**config.mk**
```make
export PLATFORM = sky130hd
export DESIGN_NAME = cskip_sub_serial
export DESIGN_NICKNAME = d
export VERILOG_FILES = /design/src/rtl/cskip_sub_serial.sv
export SDC_FILE = /design/constraint.sdc
export NUM_CORES = 1
export LEC_CHECK = 0
export CAP_MARGIN = 20
export CORE_ASPECT_RATIO = 1.75
export CORE_MARGIN = 2
export CORE_UTILIZATION = 45
export CTS_BUF_LIST = sky130_fd_sc_hd__clkbuf_8
export DETAILED_ROUTE_END_ITERATION = 10
export PLACE_DENSITY = 0.71
export SLEW_MARGIN = 30
export SYNTH_ARGS = -nofsm -noshare
export SYNTH_HDL_FRONTEND = slang
export SYNTH_SLANG_ARGS = --single-unit
export TNS_END_PERCENT = 20
```
**constraint.sdc**
```tcl
create_clock -name i_clk -period 4.2 [get_ports i_clk]
set_input_delay 0.84 -clock i_clk [delete_from_list [all_inputs] [get_ports i_clk]]
set_output_delay 0.84 -clock i_clk [all_outputs]
set_load 0.02 [all_outputs]
```
**src/rtl/cskip_sub_serial.sv**
```systemverilog
// Block-serial subtractor: D = A + ~B + 1, one 4-bit carry-skip block per clock, LSB first.
// Valid/ready on both sides; reports borrow, signed overflow and number of skipped blocks.
module cskip_sub_serial #(
    parameter int WIDTH = 12,
    localparam int NBLK = WIDTH / 4,
    localparam int IW = (NBLK > 1) ? $clog2(NBLK) : 1,
    localparam int SKW = $clog2(NBLK + 1)
) (
    input  logic             i_clk,
    input  logic             i_rst,
    input  logic             i_valid,
    output logic             o_ready,
    input  logic [WIDTH-1:0] i_minuend,
    input  logic [WIDTH-1:0] i_subtrahend,
    output logic             o_valid,
    input  logic             i_ready,
    output logic [WIDTH-1:0] o_diff,
    output logic             o_borrow,
    output logic             o_ovf,
    output logic [SKW-1:0]   o_skip_cnt
);

    typedef enum logic [1:0] {IDLE, RUN, DONE} state_t;

    state_t           state_q, state_d;
    logic [WIDTH-1:0] minuend_q, minuend_d;
    logic [WIDTH-1:0] subN_q, subN_d;
    logic [WIDTH-1:0] diff_q, diff_d;
    logic             carry_q, carry_d;
    logic [IW-1:0]    idx_q, idx_d;
    logic [SKW-1:0]   skipCnt_q, skipCnt_d;
    logic             borrow_q, borrow_d;
    logic             ovf_q, ovf_d;

    int               blkBase;
    logic [3:0]       blkA, blkB, blkSum;
    logic             rippleC, blkProp, carryNext;

    // State register; reset aborts any operation in flight and clears all results.
    always_ff @(posedge i_clk) begin
        if (i_rst) begin
            state_q   <= IDLE;
            minuend_q <= '0;
            subN_q    <= '0;
            diff_q    <= '0;
            carry_q   <= 1'b1;
            idx_q     <= '0;
            skipCnt_q <= '0;
            borrow_q  <= 1'b0;
            ovf_q     <= 1'b0;
        end else begin
            state_q   <= state_d;
            minuend_q <= minuend_d;
            subN_q    <= subN_d;
            diff_q    <= diff_d;
            carry_q   <= carry_d;
            idx_q     <= idx_d;
            skipCnt_q <= skipCnt_d;
            borrow_q  <= borrow_d;
            ovf_q     <= ovf_d;
        end
    end

    // Current block: ripple sum plus the skip decision that bypasses the ripple chain.
    always_comb begin
        blkBase = int'(idx_q) * 4;
        blkA    = minuend_q[blkBase +: 4];
        blkB    = subN_q[blkBase +: 4];
        blkSum  = '0;
        rippleC = carry_q;
        for (int i = 0; i < 4; i++) begin
            blkSum[i] = blkA[i] ^ blkB[i] ^ rippleC;
            rippleC   = (blkA[i] & blkB[i]) | (rippleC & (blkA[i] ^ blkB[i]));
        end
        blkProp   = &(blkA ^ blkB);
        carryNext = blkProp ? carry_q : rippleC;
    end

    // Next-state logic and handshake outputs.
    always_comb begin
        state_d   = state_q;
        minuend_d = minuend_q;
        subN_d    = subN_q;
        diff_d    = diff_q;
        carry_d   = carry_q;
        idx_d     = idx_q;
        skipCnt_d = skipCnt_q;
        borrow_d  = borrow_q;
        ovf_d     = ovf_q;
        o_ready   = 1'b0;
        o_valid   = 1'b0;

        case (state_q)
            IDLE: begin
                o_ready = 1'b1;
                if (i_valid) begin
                    minuend_d = i_minuend;
                    subN_d    = ~i_subtrahend;
                    carry_d   = 1'b1;
                    idx_d     = '0;
                    skipCnt_d = '0;
                    diff_d    = '0;
                    state_d   = RUN;
                end
            end
            RUN: begin
                diff_d[blkBase +: 4] = blkSum;
                carry_d = carryNext;
                if (blkProp) begin
                    skipCnt_d = skipCnt_q + SKW'(1);
                end
                if (idx_q == IW'(NBLK - 1)) begin
                    idx_d    = '0;
                    borrow_d = ~carryNext;
                    // Subtrahend sign is the inverse of the stored ~B top bit.
                    ovf_d    = (minuend_q[WIDTH-1] != ~subN_q[WIDTH-1]) &&
                               (blkSum[3] != minuend_q[WIDTH-1]);
                    state_d  = DONE;
                end else begin
                    idx_d = idx_q + IW'(1);
                end
            end
            DONE: begin
                o_valid = 1'b1;
                if (i_ready) begin
                    state_d = IDLE;
                end
            end
            default: begin
                state_d = IDLE;
            end
        endcase
    end

    assign o_diff     = diff_q;
    assign o_borrow   = borrow_q;
    assign o_ovf      = ovf_q;
    assign o_skip_cnt = skipCnt_q;

endmodule
```
# After elaboration in Yosys (flattened, before gate mapping)
# Cells that the tools add are included.
[classes] addsub=3 eq_ne=9 mux=17 reduce_logical=9 n_bitwise=24 shifts=4
[ops] op="$neg A4 Y33" n=1
[ops] op="$shift A4 B33 Y12 const A" n=1
[ops] op="$shiftx A4 B33 Y12" n=1
[ops] op="$pmux W12 S2" n=1
[ops] op="$shiftx A12 B5 Y4" n=2
[ops] op="$bwmux W12" n=1
[ops] op="$mux W12" n=1
[ops] op="$mux W2" n=6
[ops] op="$not A12 Y12" n=1
[ops] op="$and A1 B1 Y1" n=8
[ops] op="$ne A2 B2 Y1 const B" n=4
[ops] op="$pmux W2 S2" n=2
[ops] op="$xor A1 B1 Y1" n=8
[ops] op="$pmux W2 S3" n=1
[ops] op="$reduce_and A2 Y1" n=3
[ops] op="$reduce_and A3 Y1" n=2
[ops] op="$add A2 B1 Y2 const B" n=2
[ops] op="$eq A2 B2 Y1 const B" n=2
[ops] op="$mux W1" n=4
[ops] op="$or A1 B1 Y1" n=4
[ops] op="$reduce_and A4 Y1" n=1
[ops] op="$xor A4 B4 Y4" n=1
[ops] op="$eq A2 B1 Y1 const B" n=1
[ops] op="$logic_not A2 Y1" n=1
[ops] op="other kinds (5)" n=7
[totals] output_inout_bits=18 reg_bits=45 elab_cells=75 in_bits=28

# Logic depth before layout (Yosys ltp)
[depth] depth_word=12 depth_mapped=12 mapped_depth_nobuf=11

# Least setup slack after synthesis
# No wires, ideal clock.
[synth_timing] path_type="register to register" startpoint="register idx_q[1]" endpoint="register ovf_q (netlist: o_ovf)" slack_ns=1.075 arrival_time_ns=3.039 path_buffers=2 path_stages_with_launch=13 period_less_slack_ns=3.125 required_time_ns=4.114 setup_time_ns=0.086 cell_sequence="dfxtp_1 -> buf_2 -> buf_2 -> nor2b_1 -> a21oi_1 -> fa_1 -> fa_1 -> inv_1 -> fa_1 -> inv_1 -> fa_1 -> o311a_1 -> a211oi_1"
[synth_between] elab_chain_cells=11 elab_cells_between_ends=20 classes_between="eq/ne: 2; shift: 2; bitwise: 14; reduce/logical: 2"
[synth_lines] element="start, declared" line="30" rtl="logic [IW-1:0] idx_q, idx_d;"
[synth_lines] element="start signal, assigned" line="57" rtl="idx_q <= idx_d;"
[synth_lines] element="$shiftx A12 B5 Y4, on equally long branches" line="67, 68"
[synth_lines] element="$xor A1 B1 Y1" line="73" rtl="rippleC = (blkA[i] & blkB[i]) | (rippleC & (blkA[i] ^ blkB[i]));"
[synth_lines] element="$and A1 B1 Y1" line="73"
[synth_lines] element="$or A1 B1 Y1" line="73"
[synth_lines] element="$and A1 B1 Y1" line="73"
[synth_lines] element="$or A1 B1 Y1" line="73"
[synth_lines] element="$and A1 B1 Y1" line="73"
[synth_lines] element="$or A1 B1 Y1" line="73"
[synth_lines] element="$xor A1 B1 Y1" line="72" rtl="blkSum[i] = blkA[i] ^ blkB[i] ^ rippleC;"
[synth_lines] element="$ne A1 B1 Y1" line="117" rtl="(blkSum[3] != minuend_q[WIDTH-1]);"
[synth_lines] element="$logic_and A1 B1 Y1" line="116" rtl="ovf_d = (minuend_q[WIDTH-1] != ~subN_q[WIDTH-1]) &&"
[synth_lines] element="end signal, assigned" line="60" rtl="ovf_q <= ovf_d;"
[synth_lines] element="end, declared" line="33" rtl="logic ovf_q, ovf_d;"
# Parallel ways exist; a longest one is shown, timed or not.
# A chain may end at the register's enable or synchronous reset.

# Worst setup path in the final report
# Same ends and word-level chain as after synthesis.

==> impl_results.md <==
- Status: completed
- F_max: 292 MHz
- Post-synth top flop: dfxtp_1
- Worst Setup SP: idx_q[1]
- Period minus WS final: 3430 ps
- Worst clock skew: 8.35 ps
- Hold path startpoint: minuend_q[6]
- Post-cts sizing count: 0
- First-pass GRT wire length: 7820 um
- Mapped cell area: 2180 sq um
- Fin area: 2720 sq um
- Initial core utilization: 0.466
- Total power: 1.02 mW
- Worst-Skew Late Latency: 300 ps
- Max-cap check violation count: 0
- Via count: 1734
- Final Wtd Congestion: 0.753
- Final #Nets: 311
- Pins Over Slew Limit: 0
- Cell count after synthesis: 233
- DIE AREA: 5430 sq um
- CTS Buf Count: 5
- TritonCTS clock tree: done
- Number of iterations in the first detailed-routing pass: 4
- Via-to-Cell Ratio: 5.37
- Post-synth EDFFs: 0
- Post-synthesis sequential area ratio: 0.414
- Largest net degree at the start of global routing: 37
- Syn. warnings: 0
- Initial antenna violation count: 0
- Final hold violation count: 0
- Synthesized Nets: 274
- Dpl cell area: 2590 sq um
- Slew @ Worst Pin: 722 ps
- Hold bufs inserted after CTS: 0
- Die H: 96.0 um
- Total Routing Usage GR: 0.184
- Vias in the first global route: 1739
- Root buf cell: clkbuf_8
- Area delta synth->final: 25.1%
- N_diodes: 0
- Total setup buffers inserted after CTS: 0
- CTS Sinks: 45
- Avg Inst Size Synth: 9.34 sq um
- Synth Register Bits: 45
- Synth unique cells: 42
- PortBufs: 45
- Core area: 4670 sq um
- Post-DR wirelength/cell: 14.1 um
- Grt ovf: 0
- Setup_tns: 0 ps
- Final setup viols: 0
- RSZ-0062 raised after global routing: no
- Row cnt: 33
- Arr. time, crit path: 3640 ps
- I/O pin cnt: 46
- Nature of the critical path endpoint: flip-flop
- Post-detail-place hpwl: 3430 um
- Final hold slack: 461 ps
- Worst VDD drop: 0.000270 V
- Routed Antenna Nets: 0
- Period utilization: 0.815
- H-tree levels: 2
- Worst Path Max Fanout: 16
- Cells after DPL: 315
- Req. time, crit path: 4410 ps
- Iter 0 DRT Violations: 36
- WL final: 4560 um
- DRC: 0
- Worst-path clk slew: 80 ps
- Final Non-Filler Cells: 323
- Crit start category: flip-flop
- Fraction of registers with async set/reset: 0
- Worst reg2reg path startpoint: idx_q[1]
- Critical path class: flip-flop to flip-flop
- Share of cells above drive strength 1: 0.0738
- Pwr Density: 375 nW/um^2
- Worst-case clock buffer depth: 2
- Die X: 56.6 um
- Max-Slew Margin vs Limit: 0.518
- Pleak: 1.02 nW
- HP Class: flip-flop to flip-flop
report_power, final:
part           switching [mW]  leakage [nW]  internal (mW)
sequential             0.0180         0.368          0.450
combinational          0.0907         0.588         0.0810
clock                   0.145        0.0681          0.236
cell families after synthesis:
family / after synthesis / synth area share
multiplexers: 12 / 0.0569
flip-flops: 45 / 0.414
AO/OA/AOI/OAI: 64 / 0.206
AND/OR/NAND/NOR: 69 / 0.156
adder cells (fa/ha/maj): 13 / 0.0886
buffers and inverters: 30 / 0.0788
cell type report:
class                   count  area, sq um
clock inverters             3         65.1
multi-input cells         158         1100
flip-flops and latches     45          901
inverters                  12         45.0
well taps                  52         65.1
clock buffers               5         68.8
fillers                   431         1940
repair buffers             48          473
flip-flops by register name, indices dropped and copies added (netlist names):
| signal | flops |
|---|---|
| carry_q | 1 |
| idx_q | 2 |
| minuend_q | 12 |
| o_borrow | 1 |
| o_diff | 12 |
| o_ovf | 1 |
| o_skip_cnt | 2 |
| state_q | 2 |
| subN_q | 12 |
final timing paths:
| path | end | slack (ps) | cells past startpoint |
|---|---|---|---|
| worst min register to register | minuend_q[6] | 460 | 2 |
| worst max register to register | o_ovf | 770 | 11 |
| worst max-delay path | o_ovf | 770 | 11 |
| worst min-delay path | minuend_q[6] | 460 | 2 |
through the flow:
stage | setup WS (ps) | util
3_5_place_dp | 823 | 0.555
6_report | 775 | 0.583
3_3_place_gp | 913 | 0.555
4_1_cts | 788 | 0.583
5_1_grt | 556 | 0.583
2_1_floorplan | 1080 | -
critical path, cell delays in order, from the launching register on:
cell      delay (ps)
dfxtp_1          790
mux2i_1          160
nor2_1           150
a21oi_1           90
fa_1             420
fa_1             360
inv_1             80
fa_1             170
inv_1             50
fa_1             520
o311a_1          320
a211oi_1         220
synthesized netlist by cell type (2+ instances only):
library cell	instances	area, sq um
buf_2	5	25.0
or3_1	2	12.5
dfxtp_1	45	901
nor2b_1	2	12.5
inv_1	12	45.0
ha_1	9	113
fa_1	4	80.1
o21a_1	2	15.0
a211oi_1	13	97.6
buf_6	5	56.3
a21o_1	2	15.0
o22a_1	3	26.3
o2bb2ai_1	10	87.6
nand4_1	2	12.5
clkbuf_1	6	22.5
nand3_1	5	25.0
mux2_2	3	33.8
a2bb2o_1	2	20.0
a21oi_1	22	110
o21ai_0	2	10.0
nor2_1	17	63.8
mux2i_1	9	90.1
nand2_1	32	120
routing by layer:
metal,share of wire,vias up,track usage
li1,-,886,-
met4,0.034,0,0.107
met2,0.54,40,0.340
met5,0,-,0
met3,0.032,12,0.0269
met1,0.39,796,0.195
cell usage in the layout, fill, tap and decap left out, types with 5 or more instances in the layout:
master	count
ha_1	9
clkdlybuf4s50_1	45
mux2i_1	9
a211oi_1	13
nand3_1	5
a21oi_1	22
inv_1	12
clkbuf_8	5
nor2_1	17
dfxtp_1	45
nand2_1	32
o2bb2ai_1	10
(Power assumes the default switching activity.)
